### src/rtl/fetch_stage.sv
// IF stage of the RV32I pipeline: owns the PC, talks to instruction memory over valid/ready
// and loads the IF/ID register, honouring stalls, flushes and EX-stage redirects.
module fetch_stage #(
  parameter logic [31:0] RESET_PC  = 32'h0000_0000,
  parameter logic [31:0] NOP_INSTR = 32'h0000_0013
) (
  input  logic        clk,
  input  logic        rst,
  input  logic        StallF,
  input  logic        StallD,
  input  logic        FlushD,
  input  logic        PCSrcE,
  input  logic        JalrE,
  input  logic [31:0] PCTargetE,
  input  logic [31:0] JalrTargetE,
  output logic        imem_req_valid,
  output logic [31:0] imem_req_addr,
  input  logic        imem_req_ready,
  input  logic        imem_rsp_valid,
  input  logic [31:0] imem_rsp_data,
  output logic [31:0] InstrD,
  output logic [31:0] PCD,
  output logic [31:0] PCPlus4D,
  output logic        ValidD,
  output logic        FetchBusyF
);

  localparam int unsigned XLEN = 32;

  typedef enum logic [1:0] {S_REQ, S_WAIT, S_KILL, S_HOLD} state_e;

  state_e            state_q, state_d;
  logic [XLEN-1:0]   pc_q, pc_d;
  logic [XLEN-1:0]   buf_q, buf_d;
  logic [XLEN-1:0]   instr_q, instr_d;
  logic [XLEN-1:0]   pcd_q, pcd_d;
  logic [XLEN-1:0]   pcp4d_q, pcp4d_d;
  logic              validd_q, validd_d;

  logic              redirect_c;
  logic [XLEN-1:0]   target_raw_c;
  logic [XLEN-1:0]   target_c;
  logic [XLEN-1:0]   pc_plus4_c;
  logic              load_c;
  logic [XLEN-1:0]   load_data_c;

  // Redirect target: JALR wins over branch/JAL; result is always word aligned.
  always_comb begin
    redirect_c   = JalrE | PCSrcE;
    target_raw_c = JalrE ? (JalrTargetE & 32'hFFFF_FFFE) : PCTargetE;
    target_c     = target_raw_c & 32'hFFFF_FFFC;
    pc_plus4_c   = XLEN'(pc_q + 32'd4);
    load_c       = !rst && !redirect_c && !FlushD && !StallD &&
                   (((state_q == S_WAIT) && imem_rsp_valid) || (state_q == S_HOLD));
    load_data_c  = (state_q == S_HOLD) ? buf_q : imem_rsp_data;
  end

  // State, PC and IF/ID registers.
  always_ff @(posedge clk) begin
    if (rst) begin
      state_q  <= S_REQ;
      pc_q     <= RESET_PC;
      buf_q    <= '0;
      instr_q  <= NOP_INSTR;
      pcd_q    <= '0;
      pcp4d_q  <= '0;
      validd_q <= 1'b0;
    end else begin
      state_q  <= state_d;
      pc_q     <= pc_d;
      buf_q    <= buf_d;
      instr_q  <= instr_d;
      pcd_q    <= pcd_d;
      pcp4d_q  <= pcp4d_d;
      validd_q <= validd_d;
    end
  end

  // Next-state and datapath. A flushed response is not consumed, so the PC is refetched.
  always_comb begin
    state_d  = state_q;
    pc_d     = pc_q;
    buf_d    = buf_q;
    instr_d  = instr_q;
    pcd_d    = pcd_q;
    pcp4d_d  = pcp4d_q;
    validd_d = validd_q;

    case (state_q)
      S_REQ: begin
        if (redirect_c) begin
          pc_d = target_c;
        end else if (!StallF && imem_req_ready) begin
          state_d = S_WAIT;
        end
      end
      S_WAIT: begin
        if (redirect_c) begin
          pc_d    = target_c;
          state_d = imem_rsp_valid ? S_REQ : S_KILL;
        end else if (imem_rsp_valid) begin
          if (FlushD) begin
            state_d = S_REQ;
          end else if (StallD) begin
            buf_d   = imem_rsp_data;
            state_d = S_HOLD;
          end else begin
            pc_d    = pc_plus4_c;
            state_d = S_REQ;
          end
        end
      end
      S_KILL: begin
        if (redirect_c) begin
          pc_d = target_c;
        end
        if (imem_rsp_valid) begin
          state_d = S_REQ;
        end
      end
      S_HOLD: begin
        if (redirect_c) begin
          pc_d    = target_c;
          state_d = S_REQ;
        end else if (!StallD) begin
          if (!FlushD) begin
            pc_d = pc_plus4_c;
          end
          state_d = S_REQ;
        end
      end
      default: state_d = S_REQ;
    endcase

    // IF/ID: flush > stall > load > bubble (PC fields keep their value on a bubble).
    if (FlushD) begin
      instr_d  = NOP_INSTR;
      validd_d = 1'b0;
    end else if (StallD) begin
      instr_d  = instr_q;
    end else if (load_c) begin
      instr_d  = load_data_c;
      pcd_d    = pc_q;
      pcp4d_d  = pc_plus4_c;
      validd_d = 1'b1;
    end else begin
      instr_d  = NOP_INSTR;
      validd_d = 1'b0;
    end
  end

  // Request port and busy flag; a redirect suppresses the request to the stale PC.
  always_comb begin
    imem_req_valid = !rst && (state_q == S_REQ) && !StallF && !redirect_c;
    imem_req_addr  = pc_q;
    FetchBusyF     = rst || (!load_c && !StallD);
    InstrD         = instr_q;
    PCD            = pcd_q;
    PCPlus4D       = pcp4d_q;
    ValidD         = validd_q;
  end

endmodule

### config.mk
export PLATFORM = sky130hd
export DESIGN_NAME = fetch_stage
export DESIGN_NICKNAME = d
export VERILOG_FILES = /design/src/rtl/fetch_stage.sv
export SDC_FILE = /design/constraint.sdc
export NUM_CORES = 1
export LEC_CHECK = 0
export ABC_AREA = 1
export CORE_MARGIN = 4
export CORE_UTILIZATION = 60
export CTS_CLUSTER_DIAMETER = 100
export CTS_CLUSTER_SIZE = 30
export DETAILED_ROUTE_END_ITERATION = 10
export DONT_BUFFER_PORTS = 1
export PLACE_DENSITY = 0.76
export SYNTH_ARGS = -nofsm -noshare
export SYNTH_HDL_FRONTEND = slang
export SYNTH_SLANG_ARGS = --single-unit
export TNS_END_PERCENT = 50
### constraint.sdc
create_clock -name clk -period 1.98 [get_ports clk]
set_input_delay 0.495 -clock clk [delete_from_list [all_inputs] [get_ports clk]]
set_output_delay 0.495 -clock clk [all_outputs]
set_load 0.005 [all_outputs]
== Word-level counts from Yosys, hierarchy flattened ==
Index checks and enable logic that the tools add are counted.
Word-level totals
  bits in registers: 163
  bits in latches: 0
  memory bits (writable): 0
  memory bits (read-only): 0
  bits of input ports: 105
  output and inout bits: 131
  memories: 0
Cells by class
  add/subtract/negate cells: 1
  multiply operators: 0
  divide/modulo/power cells: 0
  order comparisons: 0
  equality and inequality tests: 12
  shift-type cells: 0
  mux-type cells: 24
  bitwise logic cells: 4
  reductions and logical operators: 25
Operators by type and width (count)
  32-bit two-way mux: 11
  32-bit one-hot mux with 3 select lines: 1
  32-bit by 3-bit adder with 32-bit output (second input constant): 1
  2-bit two-way mux: 10
  3-bit inequality test (second input constant): 5
  1-bit logical AND: 10
  5-bit AND reduction: 2
  2-bit one-hot mux with 4 select lines: 1
  1-bit logical NOT: 6
  2-bit inequality test (second input constant): 3
  6-bit AND reduction: 1
  2-bit == test (second input constant): 2
  2-bit OR reduction: 2
  1-bit inverter: 3
  3-bit AND reduction: 1
  2-bit by 1-bit == test with 1-bit output (second input constant): 1
  2-bit logical NOT: 1
  1-bit logical OR: 2
  2-bit by 1-bit inequality test with 1-bit output (second input constant): 1
  1-bit two-way mux: 1
  1-bit OR: 1

== Depth between registers and ports, before layout ==
  depth after elaboration: 9
  depth in mapped cells: 11

== Worst setup path before layout ==
No wires, ideal clock.
  path type: in2out
  from: input port StallD
  to: output port FetchBusyF
  arrival time: 1.386 ns
  data required time: 1.485 ns
  path slack: 0.099 ns
  stages on the path: 7
  path through: buf_2 nor3_2 nand2_2 inv_2 buf_6 buf_2 o21ai_0
Between the ends
  cells in the longest elaborated chain, start to end: 6
Ends and longest elaborated chain
  from (decl): RTL line 10  | input logic StallD,
  1-bit logical NOT (*): RTL line 53, 156
  1-bit logical AND (2 in a row): RTL line 53  | load_c = !rst && !redirect_c && !FlushD && !StallD &&
  1-bit logical NOT: RTL line 156  | FetchBusyF = rst || (!load_c && !StallD);
  1-bit logical AND (*): RTL line 156
  1-bit logical OR (*): RTL line 156
  to (decl): RTL line 25  | output logic FetchBusyF
Mark *: on every way between the ends. The rest lies on a longest branch, timed or not.

== Final worst setup path ==
  from: register state_q[1]
  to: output port FetchBusyF
Between the ends
  cells in the longest elaborated chain, start to end: 7
  elaborated cells between the ends (all ways): 8
  classes of those cells: eq/ne: 2; reduce/logical: 6
Ends and longest elaborated chain
  from (decl): RTL line 32  | state_e state_q, state_d;
  from (signal assigned): RTL line 69  | state_q <= state_d;
  2-bit by 1-bit == test with 1-bit output: RTL line 54  | (((state_q == S_WAIT) && imem_rsp_valid) || (state_q == S_HOLD));
  1-bit logical AND: RTL line 54
  1-bit logical OR (*): RTL line 54
  1-bit logical AND (*): RTL line 53
  1-bit logical NOT (*): RTL line 156
  1-bit logical AND (*): RTL line 156
  1-bit logical OR (*): RTL line 156
Marks and branches as above.

==> results.cfg <==
[final_layout]
antenna_cells = 0
seq_area_um2 = 3140
fillers = 1087
multi_input_area_um2 = 3520
area_growth_pct = 9.87
nNetsFinal = 1166
stdcell_area_um2 = 8050
layout-drive-gt1-share_pct = 7.55

[min_path]
min_from = rst
holdCritPathClass = in2reg
min_path_cells = 1
holdPathEnd = imem_req_addr[3]

[floorplan]
fp.dieArea_um2 = 14000
design.core.area_um2 = 12000
start_util_pct = 61.3
die_width_um = 119
die_y_um = 119
ioPinCount = 236
rows = 40

[pwr]
power_frac_clock_pct = 44.6
swShare_pct = 26.1
power_density_nw_per_um2 = 892
combPwrFrac_pct = 8.9
internal-power_uw = 5310
switching_power_uw = 1870
seqPwrFrac_pct = 46.5
irDropWorstVdd_v = 0.000584
p_leak_uw = 0.00320

[timing]
tns_ps = 0
worst_pin_slew_ps = 673
finalClockSkew_ps = 8.67
maxClockFrequency_mhz = 531
slew_headroom_pct = 55.1
hold_viol_final = 0
min_period_ps = 1880
rsz0062_at_grt = false
slew_viol_final = 0
period_share_pct = 95.2
setup_viol = 0

[setup_path]
crit_path_start_kind = flip-flop
crit_type = reg2out
cp.arrival_ps = 1390
rr_worst_depth = 8
rrSetupSlack_ps = 180
rr_startpoint = imem_req_addr[6]
reg2reg_to = PCPlus4D[25]
cp.required_ps = 1480
cp-end-kind = output port
crit_fanout = 7

[global_routing]
track_usage_pct = 28.6
grt_pass1_vias = 6265
antenna_found_initial = 0
grt_max_degree = 96
grt_pass1_wl_um = 32500
grt-ovfl-total = 0

[yosys]
synth_warnings = 0
synth.distinct_cells = 33
yosysSeqAreaShare_pct = 42.9
syn_area_um2 = 7330
synth_ff_type = dfxtp_1
synth_area_leaders = dfxtp_1 (43%), nand2_1 (14%), a21oi_1 (9.7%)
synth_cells = 1076
synthTopCellsByCount = nand2_1 (271), dfxtp_1 (157), a21oi_1 (142)
syn_area_per_cell_um2 = 6.81
netlist.area_leader.share_pct = 42.9
synth_top_area_cell = dfxtp_1
synth_seq_cells = 157
yosysMostFrequentCell = nand2_1
synth_edf_count = 0
ys_async_sr_fraction_pct = 0

[routing]
drt_iter0_markers = 676
totalWireLength_um = 20500
drt-wirelength-per-cell_um = 16.8
drtAntennaViolNets = 0
vias_per_cell = 5.63
drcViolationCount = 0
dr.pass1.iters = 5
vias = 6874

[clock_network]
cts_buffer_depth = 2
cts_buffers = 17
cts-root-buf = clkbuf_16
htree_levels = 4
cts_tree = done
clk_pin_slew_ps = 60
clk_latency_ps = 430
clkSinkCount = 157

[placed_design]
place_congestion = 0.929
dp_hpwl_um = 14100
io_buffers = 0
place_area_um2 = 7460

[run]
cap_violations = 0

[run_status]
status = finished, final reports clean
## layout make-up
class / count / area share [%]
Multi-Input combinational cell: 760 / 43.7
Tap cell: 147 / 2.28
Inverter: 94 / 4.40
Clock buffer: 21 / 5.84
Sequential cell: 157 / 39.0
Timing Repair Buffer: 30 / 3.42
Clock inverter: 11 / 1.35
## state kept, by name (all words and copies together), names as in the netlist
| register | count |
|---|---|
| InstrD | 32 |
| PCD | 30 |
| PCPlus4D | 30 |
| ValidD | 1 |
| buf_q | 32 |
| imem_req_addr | 30 |
| state_q | 2 |
## per-layer routing
layer	GRT usage [%]	part of all wire [%]	vias up
met3	8.61	9.5	29
met2	47.1	48	295
met1	36.2	41	3104
li1	-	-	3446
met5	0	0	-
met4	8.54	1.5	0
## how the worst max path moves through the flow
stage,cells past startpoint,slack (ps),from,to
detailed placement,8,220,imem_req_addr[2],imem_req_addr[16]
finish,5,100,state_q[1],FetchBusyF
floorplan,7,100,StallD,FetchBusyF
global placement,6,230,JalrE,FetchBusyF
CTS,5,60,state_q[1],FetchBusyF
global route,10,10,imem_req_addr[2],PCPlus4D[30]
## cells by family (layout without fill, tap and decap cells)
family | count (synthesis) | in the layout | synth area share (%)
buf+inv | 164 | 156 | 9.58
mux | 1 | 1 | 0.137
flops | 157 | 157 | 42.9
xor+xnor | 13 | 13 | 1.55
other cells | 1 | 6 | 0.0512
fa+ha+maj | 1 | 1 | 0.171
compound gates | 307 | 307 | 22.3
simple gates | 432 | 432 | 23.4
## layout by cell type, fill, tap and decap left out, types with 2 or more instances in the layout
cell and count:
o21ai_0 119, inv_2 6, o21ai_1 6, a21oi_1 142
buf_12 4, nor2_1 111, conb_1 6, buf_4 26
inv_6 2, nand3_1 33, and2_1 2, clkinv_2 4
clkbuf_8 3, nor2_2 5, a31oi_1 2, dfxtp_1 157
clkbuf_16 17, nand2_2 3, xor2_1 13, a21o_1 4
clkinv_4 4, o211ai_1 33, inv_1 86, nand2_1 271
## power by group through the flow
stage | Combinational (uW) | Sequential, uW | Clock (uW)
global route | 718 | 3350 | 3360
finish | 636 | 3340 | 3210
detailed placement | 625 | 3410 | 0
CTS | 631 | 3340 | 3230
global placement | 618 | 3410 | 0
floorplan | 441 | 3400 | 0
## worst max-delay path, stage by stage, from the launching register on
cell and delay [ps]:
dfxtp_1 370, nor2_1 170, nor2_1 80, nand2_2 80, clkinv_2 90, o21ai_2 180
## through the flow
step	worst slack (ps)	cells	power, uW	util, %	hold WS, ps
after floorplan	98.5	1081	3840	-	425
after global placement	233	1188	4030	62.4	435
after detailed placement	217	1188	4040	62.4	441
after CTS	62.2	1220	7200	67.2	121
after global routing	11.7	1220	7430	67.3	124
final	95.9	1220	7180	67.3	137
## repair_timing
item / in CTS / in global routing
hold buffers: 0 / 0
setup endpoints to repair: 1 / 5
resized for setup: 2 / 4
setup buffers: 0 / 0
No activity file was read; power rests on OpenSTA's default activity.
==> RTL edit: new RTL, config.mk and constraints unchanged <==
Reset style: asynchronous (`rst`), changed in one clocked block.
--- a/src/rtl/fetch_stage.sv
+++ b/src/rtl/fetch_stage.sv
@@ -57,5 +57,5 @@
 
   // State, PC and IF/ID registers.
-  always_ff @(posedge clk) begin
+  always_ff @(posedge clk or posedge rst) begin
     if (rst) begin
       state_q  <= S_REQ;
Behaviour: differs if rst is asserted again (counterexample within 4 cycles, from zero or initial values and one cycle with rst high); with rst held inactive, the same outputs for 4 cycles.
==> RTL edit against the unedited design <==
Via count is 4.8% lower. Sequential cell count unchanged. Routed wire length shrank 1.0%. Worst setup slack worse by 0.065 ns. Design area grew 6.7%. Area after synthesis up 7.3%. Largest cell class is now sequential cells.
Power is not compared: it rests on default switching activity, and its combinational part moved more than twofold at a synthesized area within 25%.
==> RTL edit: results (changes against the unedited design) <==
- Width of the die: 122 um (was 119 um)
- Hold Path Class: in2async (was in2reg)
- Slew headroom: 0.431 (was 0.551)
- Fraction of registers with async set/reset: 1.00 (was 0)
- Initial drt markers: 622 (was 676)
- Number of antenna violations at the first check in global routing: 0 (unchanged)
- Number of warnings printed during yosys synthesis: 0 (unchanged)
- Library cell contributing the largest single delay on the critical path: dfrtp_1 (was dfxtp_1)
- Arrival time at the worst endpoint: 1.45 ns (was 1.39 ns)
- NumNets Final: 1122 (was 1166)
- Number of buffers on the longest clock path: 2 (unchanged)
- Post-synthesis cell type count: 35 (was 33)
- Worst clock skew: 0.00446 ns (was 0.00867 ns)
- Clock transition at the registers of the reported paths: 0.06 ns (about the same)
- Worst IR Drop VDD: 0.656 mV
- Top cells by count, synth: 357 x nand2_1, 154 x dfrtp_1, 106 x inv_1 (was 271 x nand2_1, 157 x dfxtp_1, 142 x a21oi_1)
- Static power due to leakage: 4.21 nW
- Level count of the clock H-tree: 4 (unchanged)
- Post-synthesis sequential area ratio: 0.500 (was 0.429)
- CP Max Fanout: 5 (was 7)
- Result of the run: finished clean (unchanged)
- Number of buffers added on ports: 0 (unchanged)
- Largest stage delay on the critical path: 0.44 ns (was 0.37 ns)
- Aggregate routed wire length: 20300 um (was 20500 um)
- All-Layer GR Usage: 0.277 (was 0.286)
- Routability-driven placement congestion ratio: 0.936 (was 0.929)
- First-pass detailed-route iteration total: 5 (unchanged)
- Share of final-layout standard cells stronger than drive strength 1: 0.0914 (was 0.0755)
- Largest net degree at the start of global routing: 158 (was 96)
- Global-route wire length before repair: 32100 um (was 32500 um)
- Per-cell routed wire length: 16.9 um (was 16.8 um)
- Clock insertion delay at the later pin of the skew report: 0.42 ns
- Vias/cell: 5.45 (was 5.63)
- Antenna Diode Count: 0 (unchanged)
- Top cells by area in the synthesized netlist: dfrtp_1 49%, nand2_1 17%, o21ai_0 5.5%, inv_1 5.1%, nand3_1 4.1% (was dfxtp_1 43%, nand2_1 14%, a21oi_1 9.7%, o21ai_0 8.2%, nor2_1 5.9%)
- Placed cell count: 1169 (was 1188)
- Most used DFF post-synth: dfrtp_1 (was dfxtp_1)
- Post-CTS setup buffer count: 0 (unchanged)
- Buffer type at the clock tree root: clkbuf_16 (unchanged)
- Int Power: 6.31 mW
- Total clock buffers created by CTS: 17 (unchanged)
- Mean Syn Cell Area: 7.66 sq um (was 6.81 sq um)
- Vias in the first global route: 6003 (was 6265)
- DP Wirelength: 14500 um (was 14100 um)
[RTL edit: layout make-up]
class | count | area [sq um]
fill | 1103 | 4130
timing repair buffer | 19 | 205
inverter | 110 | 419
multi-input combinational | 711 | 3270
clock inverter | 12 | 97.6
clock buffer | 20 | 447
tap | 172 | 215
sequential | 157 | 3930
[RTL edit: worst paths after layout]
| check | cells past startpoint | to | startpoint | slack (ns) |
|---|---|---|---|---|
| worst max-delay path | 5 | FetchBusyF | state_q[0] | 0.03 |
| worst min-delay path | 2 | InstrD[6] | rst | 0.21 |
| max in group asynchronous | 2 | imem_req_addr[12] | rst | 1.11 |
| min in group clk | 2 | buf_q[0] | imem_rsp_data[0] | 0.21 |
| worst max register to register | 10 | imem_req_addr[30] | imem_req_addr[3] | 0.20 |
| worst min register to register | 2 | buf_q[0] | buf_q[0] | 0.47 |
[RTL edit: cell families after synthesis]
group / synth area share
buffers and inverters: 0.0895
DFF: 0.500
and+or+nand+nor: 0.260
other: 0.000477
adders and majority gates: 0.00159
xor gates and xnor gates: 0.00780
AOI/OAI and AO/OA: 0.140
[RTL edit: power by group through the flow]
stage | Combinational (mW) | Sequential (mW) | Clock [mW]
floorplan | 1.42 | 4.42 | 0
global placement | 1.73 | 4.65 | 0
detailed placement | 1.80 | 4.68 | 0
CTS | 1.82 | 4.63 | 3.05
global route | 2.11 | 4.71 | 3.20
finish | 1.82 | 4.62 | 3.01
[RTL edit: per-stage QoR]
stage | util | instance area, sq um | TNS (ns) | hold slack (ns) | worst slack, ns
2_1_floorplan | - | 7930 | -247.74 | 0.443 | -2.13
3_3_place_gp | 0.631 | 8020 | 0 | 0.455 | 0.184
3_5_place_dp | 0.631 | 8020 | 0 | 0.460 | 0.157
4_1_cts | 0.673 | 8570 | 0 | 0.203 | 0.0150
5_1_grt | 0.675 | 8590 | -0.0424 | 0.210 | -0.0424
6_report | 0.675 | 8590 | 0 | 0.211 | 0.0311
[RTL edit: critical path, delay by kind of cell, from the launching register on]
family	cells	cell delay (ns)
buffers and inverters	2	0.20
and+or+nand+nor	1	0.09
AOI/OAI and AO/OA	2	0.30
DFF	1	0.44
[RTL edit: timing repair]
item / CTS / global route
hold buffers: 0 / 0
resized for setup: 0 / 6
setup endpoints to repair: 0 / 6
[RTL edit: routing by layer]
layer | global-route usage | routed length (um) | up-vias
met3 | 0.0797 | 1910 | 26
met5 | 0 | 0 | -
met4 | 0.0798 | 343 | 0
met1 | 0.389 | 8640 | 3000
li1 | - | - | 3242
met2 | 0.421 | 9430 | 273
